$ cat src/rtl/bit_unstuff.sv
// bit_unstuff: receive-side USB bit-unstuffing engine. It tracks runs of
// decoded '1's, drops the stuffed bit that follows RUN_LEN ones, flags
// stuffed '1's as violations, and counts the stuffed bits it removes.
// Latency: d_out/d_out_valid appear one cycle after the shift_en strobe.
//          bit_stuff is decoded directly from the run register.
// Backpressure: none. shift_en may strobe every cycle.
// Ports:
//   clk, n_rst      clock, asynchronous active-low reset
//   clear           synchronous packet restart (highest priority)
//   shift_en/d_orig strobe plus decoded data bit from the NRZI decoder
//   bit_stuff       the next strobed bit is stuffed; RX shifter must skip it
//   d_out/_valid    registered de-stuffed bit and its one-cycle qualifier
//   stuff_err       sticky violation flag (a stuffed bit was '1')
//   stuff_cnt       saturating count of stuffed bits removed since clear
module bit_unstuff #(
  parameter int RUN_LEN = 6,
  parameter int CNT_W   = 8,
  parameter int ERR_EN  = 1
) (
  input  logic             clk,
  input  logic             n_rst,
  input  logic             clear,
  input  logic             shift_en,
  input  logic             d_orig,
  output logic             bit_stuff,
  output logic             d_out,
  output logic             d_out_valid,
  output logic             stuff_err,
  output logic [CNT_W-1:0] stuff_cnt
);

  localparam int RW = $clog2(RUN_LEN + 1);
  localparam logic [RW-1:0] RUN_MAX = RW'(RUN_LEN);

  logic [RW-1:0]    r_run_cnt;
  logic             r_d_out;
  logic             r_d_out_valid;
  logic             r_stuff_err;
  logic [CNT_W-1:0] r_stuff_cnt;
  logic             w_bit_stuff;
  logic             w_cnt_sat;

  // A run can never exceed RUN_MAX: the strobe after RUN_MAX ones is always
  // treated as stuffed and restarts the counter, even if it was a '1'.
  assign w_bit_stuff = (r_run_cnt == RUN_MAX);
  assign w_cnt_sat   = &r_stuff_cnt;

  always_ff @(posedge clk or negedge n_rst) begin
    if (!n_rst) begin
      r_run_cnt     <= '0;
      r_d_out       <= 1'b0;
      r_d_out_valid <= 1'b0;
      r_stuff_err   <= 1'b0;
      r_stuff_cnt   <= '0;
    end else if (clear) begin
      // A strobe coinciding with clear is ignored entirely; d_out keeps its
      // last value so downstream sees no spurious data change.
      r_run_cnt     <= '0;
      r_d_out_valid <= 1'b0;
      r_stuff_err   <= 1'b0;
      r_stuff_cnt   <= '0;
    end else begin
      r_d_out_valid <= 1'b0;
      if (shift_en) begin
        if (w_bit_stuff) begin
          // Stuffed bit: discard it and restart the run with no resync.
          r_run_cnt <= '0;
          if (!w_cnt_sat) begin
            r_stuff_cnt <= r_stuff_cnt + 1'b1;
          end
          if ((ERR_EN != 0) && d_orig) begin
            r_stuff_err <= 1'b1;
          end
        end else begin
          r_run_cnt     <= d_orig ? (r_run_cnt + 1'b1) : '0;
          r_d_out       <= d_orig;
          r_d_out_valid <= 1'b1;
        end
      end
    end
  end

  assign bit_stuff   = w_bit_stuff;
  assign d_out       = r_d_out;
  assign d_out_valid = r_d_out_valid;
  assign stuff_err   = r_stuff_err;
  assign stuff_cnt   = r_stuff_cnt;

endmodule

$ cat config.mk
export PLATFORM = sky130hd
export DESIGN_NAME = bit_unstuff
export DESIGN_NICKNAME = d
export VERILOG_FILES = /design/src/rtl/bit_unstuff.sv
export SDC_FILE = /design/constraint.sdc
export NUM_CORES = 1
export LEC_CHECK = 0
export CAP_MARGIN = 40
export CORE_MARGIN = 1.5
export CORE_UTILIZATION = 44
export CTS_CLUSTER_SIZE = 28
export DETAILED_ROUTE_END_ITERATION = 8
export PLACE_DENSITY = 0.73
export SYNTH_ARGS = -nofsm -noshare
export SYNTH_HDL_FRONTEND = slang
export SYNTH_SLANG_ARGS = --single-unit
$ cat constraint.sdc
create_clock -name clk -period 1.6 [get_ports clk]
set_clock_uncertainty 0.15 [all_clocks]
set_input_delay 0.24 -clock clk [delete_from_list [all_inputs] [get_ports clk]]
set_output_delay 0.24 -clock clk [all_outputs]
set_load 0.02 [all_outputs]
==> metrics.txt, run 1 <==
Worst Max-Slew Pin Slew=0.321 ns; M2 GR Usage=33.6%; met3 Track Usage GR=2.75%; CP startpoint kind=flip-flop; port bufs=16; GR Util All Layers=21.9%; Mapped Avg Cell Area=11.0 um^2; Required @ worst endpoint=1.63 ns; Inserted Clock Buffers=3; clock sink total=14; root buf cell=clkbuf_4; Post-Syn Instances=75; setup TNS=-0.000248 ns; CP max-delay cell=dfrtp_2; largest net degree at the start of global routing=13; crit-path max cell delay=0.44 ns; Layout area overhead=52.4%; Pins Over Slew Limit=0; Skew-Pair Late Insertion Delay=0.29 ns; layout cell share with drive strength beyond 1=42.9%; # H-tree levels=1; DRC=0; GR peak layer=met2; Placement Cell Area=1150 um^2; final cell count without fillers=137; CTS tree=yes; Fillers=146; number of antenna-violating nets in the routed design=0; initial core utilization=47.3%; status=complete, but fails checks; CP Capture Type=flip-flop; 1st-pass router iterations=4; Syn Nets=83; average wire per standard cell=15.6 um; worst path cell trace=ha_4 -> and4_4 -> a211oi_4 -> mux2_4; Final Wtd Congestion=0.787; Top Family by Delay on Critical Path=flip-flops; clk buf depth=2; Clk pin slew, worst setup/hold paths=0.09 ns; Netlist cell types=36; number of synthesized register bits=14; static leakage=0.000568 uW; fin crit share=100%; final setup fails=1; peak supply drop=0.000563 V; Die ar.=2150 um^2; fmax=625 MHz; commonest non-fill, non-tap cell in the layout=buf_4; vias in the first global route=737; Hold Buf Count CTS=0; Pwr per Cell Area=561 nW/um^2; Routed WL=2140 um; global route overflow=0; Hold Path Class=input pin to asynchronous set/reset pin; worst setup path category=flip-flop to flip-flop; DP HPWL=1500 um; Final Hold Vio Count=0; GRT met1 Usage=29.6%; final period demand of the worst path=1.60 ns; sequential share of the synthesized area=42.4%; num rows=15; core area=1750 um^2; initial antenna violation count=0; RSZ-0062 raised after global routing=yes; Max-Cap Viols=0; worst path arrival time=1.63 ns; Place WS=-0.153 ns; I/O pin total=17; crit path max fanout=5; Inserted Diodes=0; Post-Syn Area=826 um^2; die width=46.3 um; failing checks=setup timing; final worst setup slack=-0.000248 ns; most frequent cells in the layout=buf_4, dfrtp_1, dlygate4sd2_1, nor2b_1, a21oi_1; die span in y=46.3 um; DR iter-0 viols=9; routed vias=758; first-pass GRT wire length=3280 um; Final Power=707 uW; Slew HR=78.5%; WP buf/inv=0; drt via density=5.53; NumNets Final=121; placed cells=132; YS warnings=0; post-route cell area=1260 um^2
-- metal layers --
| metal | part of all wire, % | vias up |
|---|---|---|
| li1 | - | 352 |
| met2 | 52 | 18 |
| met3 | 3.2 | 4 |
| met4 | 1.4 | 0 |
| met5 | 0 | - |
| met1 | 44 | 384 |
-- repair_timing --
item / 4_1_cts / 5_1_grt
pin swaps: 1 / 5
buffers inserted: 1 / 0
endpoints found under the setup margin: 19 / 12
resized for setup: 20 / 14
-- power breakdown --
part	switching (uW)	internal [uW]	total [uW]
Sequential	3.76	360	364
Clock	123	139	262
Combinational	40.9	40.0	80.9
Total	168	539	707
-- flip-flops by register name (all words and copies together) (netlist names) --
| name | flops |
|---|---|
| stuff_err | 1 |
| stuff_cnt | 8 |
| r_run_cnt | 3 |
| d_out | 1 |
| d_out_valid | 1 |
-- stage by stage --
stage	hold WS, ns	utilization [%]
after global routing	0.0621	72.1
after floorplan	-0.206	-
final	0.0533	72.1
after CTS	0.0601	69.0
after global placement	0.333	66.2
after detailed placement	0.343	66.2
-- cell usage after synthesis, drive strengths merged --
| master | instances | area share, % |
|---|---|---|
| nand4b | 1 | 1.1 |
| a311oi | 2 | 2.9 |
| nor2b | 5 | 3.8 |
| a31oi | 1 | 0.76 |
| buf | 1 | 0.61 |
| o21ai | 1 | 0.61 |
| a21oi | 7 | 5.2 |
| mux2i | 1 | 1.2 |
| dfrtp | 14 | 42 |
| and3 | 3 | 2.9 |
| inv | 2 | 0.91 |
| nand3 | 3 | 2.4 |
| nor4b | 1 | 1.1 |
| and3b | 2 | 2.6 |
| or2b | 1 | 0.91 |
| nor2 | 4 | 1.8 |
| and2 | 1 | 0.76 |
| a21boi | 1 | 0.91 |
| a41oi | 2 | 2.1 |
| a211oi | 2 | 2.4 |
| nor3b | 1 | 0.91 |
| ha | 3 | 4.5 |
| nor3 | 1 | 0.61 |
| mux2 | 4 | 7.3 |
| nand4 | 2 | 1.5 |
| and4 | 3 | 3.5 |
| nand2b | 4 | 3.0 |
| clkbuf | 1 | 0.91 |
| nand2 | 1 | 0.45 |
-- cells by family after synthesis --
group,after synthesis,share of synthesized area [%]
flip-flops,14,42.4
adder cells (fa/ha/maj),3,4.55
multiplexers,5,8.49
AO/OA/AOI/OAI,16,14.8
buffers and inverters,4,2.42
AND/OR/NAND/NOR,33,27.3
-- final timing paths --
| path | start | to | slack (ns) | cells past startpoint |
|---|---|---|---|---|
| min in group clk | stuff_err | stuff_err | 0.35 | 2 |
| hold / removal | n_rst | stuff_cnt[1] | 0.05 | 1 |
| setup reg to reg | stuff_cnt[0] | stuff_cnt[3] | -0.0002 | 4 |
| hold reg to reg | stuff_err | stuff_err | 0.35 | 2 |
| max in group asynchronous | n_rst | d_out | 0.81 | 2 |
| setup / recovery | stuff_cnt[0] | stuff_cnt[3] | -0.0002 | 4 |
-- cell type report --
class | count | area [um^2] | share of cell area (%)
flip-flops and latches | 14 | 353 | 28.0
inverters | 2 | 7.51 | 0.596
repair buffers | 35 | 297 | 23.6
multi-input cells | 57 | 534 | 42.4
clock buffers | 4 | 36.3 | 2.88
well taps | 25 | 31.3 | 2.49
Power figures use the tool's default switching activity.
==> inputs of run 2 (changes only) <==
--- a/config.mk
+++ b/config.mk
@@ -6,11 +6,12 @@
 export NUM_CORES = 1
 export LEC_CHECK = 0
 export CAP_MARGIN = 40
+export CORE_ASPECT_RATIO = 0.75
 export CORE_MARGIN = 1.5
 export CORE_UTILIZATION = 44
 export CTS_CLUSTER_SIZE = 28
 export DETAILED_ROUTE_END_ITERATION = 8
-export PLACE_DENSITY = 0.73
+export PLACE_DENSITY_LB_ADDON = 0.25
 export SYNTH_ARGS = -nofsm -noshare
 export SYNTH_HDL_FRONTEND = slang
 export SYNTH_SLANG_ARGS = --single-unit
==> run 2 against run 1 <==
Effect of this change:
- utilization shrank 3.0 points
- sequential cell count is the same
- die area grew 0.13%
- highest routed layer unchanged
- critical path type unchanged
- worst setup slack is essentially flat
- cell count shrank 2.9%
- combinational power shrank 2%
- largest cell class unchanged
- register-to-register slack is essentially flat
- the flow still finishes with violations (setup timing)
- wire length shrank 3.8%
- global-route usage grew 0.92 points
- critical path depth shrank 1
- first-iteration DRC count grew 140%
- power shrank 1.5%
==> metrics.txt, run 2 (synthesized netlist as in run 1, its figures left out) <==
failing checks=setup timing; reg2reg path depth=3; Largest register FFs=8; crit path max fanout=5; worst setup path category=flip-flop to flip-flop; Layout area overhead=47.0%; status=complete, but fails checks; Hold Path Class=input pin to asynchronous set/reset pin; final period demand of the worst path=1.60 ns; initial core utilization=47.0%; Final Wtd Congestion=0.814; 1st-pass router iterations=4; static leakage=0.000563 uW; final setup fails=1; setup slack on the worst flop-to-flop path=-0.0002 ns; Required @ worst endpoint=1.63 ns; num rows=13; RSZ-0062 raised after global routing=yes; Skew-Pair Late Insertion Delay=0.28 ns; final worst setup slack=-0.000211 ns; Inserted Diodes=0; average wire per standard cell=15.5 um; clk buf depth=2; DP HPWL=1520 um; core area=1760 um^2; Clk pin slew, worst setup/hold paths=0.09 ns; drt via density=5.56; number of antenna-violating nets in the routed design=0; final core occ=69.1%; # H-tree levels=1; CTS tree=yes; commonest non-fill, non-tap cell in the layout=buf_4; Final Hold Vio Count=0; Die ar.=2150 um^2; worst path arrival time=1.63 ns; Final Power=696 uW; global route overflow=0; die span in y=40.5 um; CP Launch Point=stuff_cnt[7]; I/O pin total=17; Worst R2R End=stuff_cnt[3]; clock sink total=14; port bufs=16; Inserted Clock Buffers=3; layout cell share with drive strength beyond 1=37.8%; fmax=625 MHz; routed vias=739; Pins Over Slew Limit=0; Max-Cap Viols=0; R2R Path Start=stuff_cnt[7]; vias in the first global route=720; CP startpoint kind=flip-flop; root buf cell=clkbuf_4; Routed WL=2060 um; Worst Max-Slew Pin Slew=0.316 ns; DRC=0; GR Util All Layers=22.8%; CP Capture Type=flip-flop; Slew HR=78.7%; fin crit share=100%; Pwr per Cell Area=573 nW/um^2; NumNets Final=120; first-pass GRT wire length=3290 um; most frequent cells in the layout=buf_4, dfrtp_1, dlygate4sd2_1, nor2b_1, a21oi_1; Hold Buf Count CTS=0; DR iter-0 viols=22; initial antenna violation count=0; Setup Buffers After CTS=0; die width=53.0 um; peak supply drop=0.000418 V; largest net degree at the start of global routing=15
## run 2: cell types whose count changed in the layout (fill, tap and decap cells not counted), sizes merged
| cell | delta |
|---|---|
| clkdlybuf4s15 | -1 |
| buf | -1 |
| dlygate4sd2 | +1 |
## run 2: final cells by class
cell class | count | area [um^2]
inverter | 2 | 7.51
clock buffer | 4 | 36.3
fill | 144 | 543
tap | 22 | 27.5
multi-input combinational | 57 | 508
sequential | 14 | 353
timing repair buffer | 34 | 282
## run 2: routing by layer
metal	track usage, %	vias up	routed length, um
li1	-	355	-
met1	26.0	354	942
met2	41.6	26	989
met3	8.21	4	94
met4	5.77	0	31
met5	0	-	0
## run 2: per-stage QoR
stage	hold slack [ns]	TNS [ns]	setup WS (ns)	cell area, um^2	cells
2_1_floorplan	-0.206	-0.0462	-0.0378	841	75
3_3_place_gp	0.350	-0.592	-0.139	1150	129
3_5_place_dp	0.362	-0.936	-0.158	1150	129
4_1_cts	0.115	-0.000733	-0.000733	1190	133
5_1_grt	0.126	-0.0431	-0.0431	1210	133
6_report	0.105	-0.000211	-0.000211	1210	133
## run 2: report_power, final
group / total [uW] / switching [uW] / internal [uW]
Clock: 252 / 114 / 138
Combinational: 79.0 / 38.9 / 40.1
Sequential: 364 / 3.89 / 360
Total: 696 / 157 / 539
## run 2: worst max path at each step
stage / endpoint / slack (ns) / cells past startpoint
3_5_place_dp: d_out / -0.16 / 4
2_1_floorplan: stuff_cnt[3] / -0.04 / 4
3_3_place_gp: stuff_cnt[3] / -0.14 / 4
5_1_grt: stuff_cnt[3] / -0.04 / 6
4_1_cts: stuff_cnt[2] / -0.0007 / 6
6_report: stuff_cnt[3] / -0.0002 / 3
## run 2: critical path, stage by stage (launching register included)
cell and delay, ns:
dfrtp_1 0.44, and3_1 0.31, a211oi_2 0.28, mux2_4 0.31
## run 2: timing repair
item                       in CTS  in global routing
setup endpoints to repair      17                 10
pin swaps                       2                  2
cloned                          0                  0
resized for setup              20                  4
